===== src/rtl/hazard_ctrl.sv =====
// rtl/hazard_ctrl.sv - pipeline hazard and stall controller for the RV32I 5-stage core
//
// Drives the enable/clear controls of the PC and the IF/ID, ID/EX, EX/MEM
// and MEM/WB pipeline registers. Arbitrates, highest priority first:
// reset, memory-timeout error, data-memory freeze, taken-branch flush,
// load-use stall, normal flow. Outputs are Mealy (current state + inputs).
//
// Ports:
//   clk_i, asynclr_i            clock, asynchronous active-high reset
//   id_rs1/rs2_addr_i, _used_i  source registers of the ID instruction
//   ex_rd_addr_i, ex_rd_wren_i  destination of the EX instruction
//   ex_wb_sel_i                 EX writeback select (WB_SEL_MEM = load)
//   ex_br_taken_i               EX branch/jump resolved taken
//   mem_req_i, mem_ready_i      MEM-stage data memory handshake
//   *_en_o, *_clr_o             pipeline register enables / bubble clears
//   stall/flush/freeze_cnt_o    wrapping event counters
//   err_o                       sticky memory timeout flag

module hazard_ctrl #(
  parameter logic [1:0] WB_SEL_MEM  = 2'b01,
  parameter int         MEM_TIMEOUT = 255,
  parameter int         CNT_W       = 32
) (
  input  logic             clk_i,
  input  logic             asynclr_i,
  input  logic [4:0]       id_rs1_addr_i,
  input  logic [4:0]       id_rs2_addr_i,
  input  logic             id_rs1_used_i,
  input  logic             id_rs2_used_i,
  input  logic [4:0]       ex_rd_addr_i,
  input  logic             ex_rd_wren_i,
  input  logic [1:0]       ex_wb_sel_i,
  input  logic             ex_br_taken_i,
  input  logic             mem_req_i,
  input  logic             mem_ready_i,
  output logic             pc_en_o,
  output logic             if_id_en_o,
  output logic             if_id_clr_o,
  output logic             id_ex_en_o,
  output logic             id_ex_clr_o,
  output logic             ex_mem_en_o,
  output logic             mem_wb_clr_o,
  output logic [CNT_W-1:0] stall_cnt_o,
  output logic [CNT_W-1:0] flush_cnt_o,
  output logic [CNT_W-1:0] freeze_cnt_o,
  output logic             err_o
);

  localparam int WAIT_W = $clog2(MEM_TIMEOUT + 1);
  localparam logic [WAIT_W-1:0] WAIT_LAST = WAIT_W'(MEM_TIMEOUT - 1);
  localparam logic [WAIT_W-1:0] WAIT_MAX  = WAIT_W'(MEM_TIMEOUT);

  typedef enum logic [1:0] {
    S_RUN   = 2'd0,
    S_WAIT  = 2'd1,
    S_ERROR = 2'd2
  } state_t;

  state_t            state_q, state_d;
  logic [WAIT_W-1:0] wait_cnt_q;

  logic freeze;
  logic load_use;
  logic flush_act;
  logic stall_act;

  // In WAIT the access is already outstanding, so mem_req_i is not re-checked.
  assign freeze = ((state_q == S_RUN)  && mem_req_i && !mem_ready_i) ||
                  ((state_q == S_WAIT) && !mem_ready_i);

  // x0 is never a real producer, so a load to x0 cannot create a hazard.
  assign load_use = ex_rd_wren_i && (ex_wb_sel_i == WB_SEL_MEM) &&
                    (ex_rd_addr_i != 5'd0) &&
                    ((id_rs1_used_i && (id_rs1_addr_i == ex_rd_addr_i)) ||
                     (id_rs2_used_i && (id_rs2_addr_i == ex_rd_addr_i)));

  // A branch held in EX during a freeze fires on the release cycle; it also
  // wins over load-use because the ID instruction is on the wrong path.
  assign flush_act = (state_q != S_ERROR) && !freeze && ex_br_taken_i;
  assign stall_act = (state_q != S_ERROR) && !freeze && !ex_br_taken_i && load_use;

  always_ff @(posedge clk_i or posedge asynclr_i) begin
    if (asynclr_i) begin
      state_q <= S_RUN;
    end else begin
      state_q <= state_d;
    end
  end

  always_comb begin
    state_d = state_q;
    unique case (state_q)
      S_RUN: begin
        if (freeze) state_d = S_WAIT;
      end
      S_WAIT: begin
        if (mem_ready_i)                 state_d = S_RUN;
        else if (wait_cnt_q == WAIT_LAST) state_d = S_ERROR;
      end
      S_ERROR: state_d = S_ERROR;
      default: state_d = S_RUN;
    endcase
  end

  always_comb begin
    pc_en_o      = 1'b1;
    if_id_en_o   = 1'b1;
    if_id_clr_o  = 1'b0;
    id_ex_en_o   = 1'b1;
    id_ex_clr_o  = 1'b0;
    ex_mem_en_o  = 1'b1;
    mem_wb_clr_o = 1'b0;
    err_o        = 1'b0;
    if (asynclr_i) begin
      pc_en_o      = 1'b0;
      if_id_en_o   = 1'b0;
      id_ex_en_o   = 1'b0;
      ex_mem_en_o  = 1'b0;
      if_id_clr_o  = 1'b1;
      id_ex_clr_o  = 1'b1;
      mem_wb_clr_o = 1'b1;
    end else if (state_q == S_ERROR) begin
      pc_en_o     = 1'b0;
      if_id_en_o  = 1'b0;
      id_ex_en_o  = 1'b0;
      ex_mem_en_o = 1'b0;
      err_o       = 1'b1;
    end else if (freeze) begin
      // Everything upstream of MEM holds; WB receives a bubble.
      pc_en_o      = 1'b0;
      if_id_en_o   = 1'b0;
      id_ex_en_o   = 1'b0;
      ex_mem_en_o  = 1'b0;
      mem_wb_clr_o = 1'b1;
    end else if (flush_act) begin
      if_id_clr_o = 1'b1;
      id_ex_clr_o = 1'b1;
    end else if (stall_act) begin
      // Hold PC and IF/ID, let a bubble into EX.
      pc_en_o     = 1'b0;
      if_id_en_o  = 1'b0;
      id_ex_clr_o = 1'b1;
    end
  end

  // Counts consecutive freeze cycles; saturates rather than wrapping.
  always_ff @(posedge clk_i or posedge asynclr_i) begin
    if (asynclr_i) begin
      wait_cnt_q <= '0;
    end else if (state_d == S_RUN) begin
      wait_cnt_q <= '0;
    end else if (freeze && (wait_cnt_q != WAIT_MAX)) begin
      wait_cnt_q <= wait_cnt_q + WAIT_W'(1);
    end
  end

  always_ff @(posedge clk_i or posedge asynclr_i) begin
    if (asynclr_i) begin
      stall_cnt_o  <= '0;
      flush_cnt_o  <= '0;
      freeze_cnt_o <= '0;
    end else begin
      if (stall_act) stall_cnt_o  <= stall_cnt_o + CNT_W'(1);
      if (flush_act) flush_cnt_o  <= flush_cnt_o + CNT_W'(1);
      if (freeze)    freeze_cnt_o <= freeze_cnt_o + CNT_W'(1);
    end
  end

endmodule


===== config.mk =====
export PLATFORM = sky130hd
export DESIGN_NAME = hazard_ctrl
export DESIGN_NICKNAME = d
export VERILOG_FILES = /design/src/rtl/hazard_ctrl.sv
export SDC_FILE = /design/constraint.sdc
export NUM_CORES = 1
export LEC_CHECK = 0
export ABC_AREA = 1
export CAP_MARGIN = 30
export CORE_ASPECT_RATIO = 1.1
export CORE_UTILIZATION = 55
export DETAILED_ROUTE_END_ITERATION = 10
export PLACE_DENSITY = 0.84
export SYNTH_ARGS = -nofsm -noshare
export SYNTH_HDL_FRONTEND = slang
export SYNTH_SLANG_ARGS = --single-unit
export TNS_END_PERCENT = 100

===== constraint.sdc =====
create_clock -name clk_i -period 9.05 [get_ports clk_i]
set_clock_uncertainty 0.1 [all_clocks]
set_input_delay 1.81 -clock clk_i [delete_from_list [all_inputs] [get_ports clk_i]]
set_output_delay 1.81 -clock clk_i [all_outputs]
set_load 0.01 [all_outputs]

==> impl_metrics.env <==
export IMPL_worst_pin_slew_ns=0.940
export IMPL_placed_area_um2=8150
export IMPL_worstSetupPathType="in2out"
export IMPL_relSlewSlack_pct=37.4
export IMPL_grt_pass1_vias=6437
export IMPL_dpl_hpwl_um=13200
export IMPL_rows=42
export IMPL_synthArstFlopShare_pct=100
export IMPL_fin_crit_sh_pct=73.9
export IMPL_ys_dominant_reg_cell="dfrtp_1"
export IMPL_design_area_um2=8470
export IMPL_period_minus_slack_ns=6.68
export IMPL_die_w_um=108
export IMPL_hold_buffers=0
export IMPL_drt_wl_total_um=17800
export IMPL_yosysUniqueCellTypes=32
export IMPL_setup_viol=0
export IMPL_syn_num_nets=1030
export IMPL_grt_usage_pct=29.4
export IMPL_synth_seq_cells=106
export IMPL_rsz0062_at_grt="false"
export IMPL_status="complete, no violations"
export IMPL_drc=0
export IMPL_r2r_start="state_q[0]"
export IMPL_holdWs_ns=0.428
export IMPL_crit_path_end_kind="output pin"
export IMPL_netlist_area_leader_share_pct=39.2
export IMPL_core_area_um2=12000
export IMPL_synth_edff_count=0
export IMPL_io_pins=129
export IMPL_layout_commonest_cell="nand2_1"
export IMPL_postLayoutCoreUtil_pct=70.3
export IMPL_startpoint="mem_req_i"
export IMPL_mostFrequentLayoutCells="438 x nand2_1, 139 x nor2_1, 128 x clkdlybuf4s50_1"
export IMPL_power_leakage_nw=3.86
export IMPL_cts_sinks=106
export IMPL_min_path_cells=1
export IMPL_crit_chain="clkdlybuf4s50_1, o21ai_4, nand2_4, nor2_4, nand3_4, nand3_1, clkdlybuf4s50_1"
export IMPL_drv_cap=0
export IMPL_cts_root_buf="clkbuf_16"
export IMPL_synth_compound_area_share_pct=1.63
export IMPL_synth_top_family_by_area="simple AND/OR/NAND/NOR gates"
export IMPL_min_path_type="reg2reg"
export IMPL_drt_first_pass_iters=5
export IMPL_cts_setup_buffers=0
export IMPL_cts_resized=0
export IMPL_final_layout_size_suffix_gt1_share_pct=3.45
export IMPL_place_gp_congestion=0.934
export IMPL_synthXorXnorAreaFrac_pct=6.86
export IMPL_syn_area_um2=6770
export IMPL_clk_latency_ns=0.34
export IMPL_clk_pin_slew_worst_paths_ns=0.07
export IMPL_slew_viol_final=0
export IMPL_first_iter_violations=439
export IMPL_cpPeakStageDelay_ns=0.64
export IMPL_clk_path_buf_depth=2
export IMPL_cp_start_kind="input port"
export IMPL_ys_warn_count=0
export IMPL_path_depth=7
export IMPL_crit_required_ns=7.14
export IMPL_finalSetupTns_ns=0
export IMPL_cp_max_fo=34
export IMPL_place_port_buffers=128
export IMPL_grt_start_max_net_pins=58
export IMPL_synthAdderAreaFrac_pct=0.924
export IMPL_htree_levels=3
export IMPL_area_delta_synth_final_pct=25.1
export IMPL_fmax_mhz=150
export IMPL_vdd_drop_max_v=0.0000797
export IMPL_synthCells=1000
export IMPL_slowest_stage="nor2_4"
export IMPL_synth_area_leaders="dfrtp_1 39%, nand2_1 24%, nor2_1 7.7%"
export IMPL_antenna_cells=0
export IMPL_yosysTopAreaCell="dfrtp_1"
export IMPL_synthMuxAreaShare_pct=0
export IMPL_num_vias=6839
export IMPL_synth_seq_area_share_pct=39.2
export IMPL_die_h_um=118
export IMPL_r2r_worst_path_cells=6
export IMPL_critPathTopFamily="simple AND/OR/NAND/NOR gates"
export IMPL_grt_pass1_wl_um=29900
export IMPL_power_mw=0.938
export IMPL_finalHoldViolCount=0
export IMPL_final_nets=1155
export IMPL_vias_per_cell=5.33
export IMPL_hp_start="flush_cnt_o[12]"
export IMPL_cts_buffers=9
export IMPL_crit_buf_inv=2
export IMPL_start_util_pct=56.2
export IMPL_power_density_nw_per_um2=111
export IMPL_cp_arrival_ns=4.77
export IMPL_cts_tree="yes"
export IMPL_crit_top_cell="clkdlybuf4s50_1"
export IMPL_antenna_left=0
export IMPL_syn_area_per_cell_um2=6.77
export IMPL_grt_overflow_total=0
export IMPL_dieArea_um2=12800
export IMPL_routedWlPerCell_um=13.9
export IMPL_antenna_found_initial=0
export IMPL_yosys_area_share_simple_pct=45.5
[final cells by class]
| cell class | count | area, um^2 |
|---|---|---|
| fill | 1027 | 3570 |
| timing repair buffer | 129 | 1290 |
| clock inverter | 6 | 88.8 |
| inverter | 79 | 299 |
| clock buffer | 10 | 229 |
| multi-input combinational | 800 | 3710 |
| tap | 154 | 193 |
| sequential | 106 | 2650 |
[where the power goes]
group / internal [mW] / switching, mW
clock: 0.243 / 0.177
sequential: 0.475 / 0.00210
combinational: 0.0176 / 0.0227
total: 0.736 / 0.202
[flip-flops by register name (all words and copies together) (netlist names)]
name / cells
wait_cnt_q: 8
freeze_cnt_o: 32
flush_cnt_o: 32
state_q: 2
stall_cnt_o: 32
[per-layer routing]
| layer | GRT usage, % | vias up | wire (um) | share of wire (%) |
|---|---|---|---|---|
| met2 | 50.0 | 246 | 8790 | 49 |
| met5 | 0 | - | 0 | 0 |
| met3 | 4.36 | 31 | 1050 | 5.9 |
| li1 | - | 3382 | - | - |
| met4 | 8.48 | 0 | 269 | 1.5 |
| met1 | 38.6 | 3180 | 7690 | 43 |
[synthesized netlist by cell type, types with 10 or more instances]
cell type,n
inv_1,74
nand3_1,59
xnor2_1,15
nor2_1,139
nand2_1,438
nor3_1,23
nand3b_1,26
xor2_1,38
nand4_1,21
o21ai_0,10
dfrtp_1,106
[cells by family (layout without fill, tap and decap cells)]
kind of cell    after synthesis  after routing
compound gates               18             18
xor+xnor                     53             53
fa+ha+maj                     5              5
buf+inv                      94            224
flops                       106            106
simple gates                724            724
[path summary, 6_finish.rpt]
| kind | endpoint | slack, ns |
|---|---|---|
| max | id_ex_clr_o | 2.37 |
| min | flush_cnt_o[12] | 0.43 |
| max reg2reg | stall_cnt_o[7] | 6.35 |
| min reg2reg | flush_cnt_o[12] | 0.43 |
| max in group asynchronous | stall_cnt_o[29] | 5.80 |
| min in group asynchronous | wait_cnt_q[6] | 1.86 |
[stage by stage]
step / instances / setup WS, ns
3_5_place_dp: 1268 / 2.38
3_3_place_gp: 1268 / 2.44
4_1_cts: 1284 / 2.37
2_1_floorplan: 1000 / 2.67
5_1_grt: 1284 / 2.15
6_report: 1284 / 2.37
[worst register-to-register path: stages (launching register included)]
cell     delay [ns]
dfrtp_1        0.44
o21ai_4        0.46
nand2_4        0.20
nor2_4         0.65
nand3_4        0.48
nand2_1        0.19
nand2_1        0.07
Note: power is estimated with default switching activity, not from simulation.
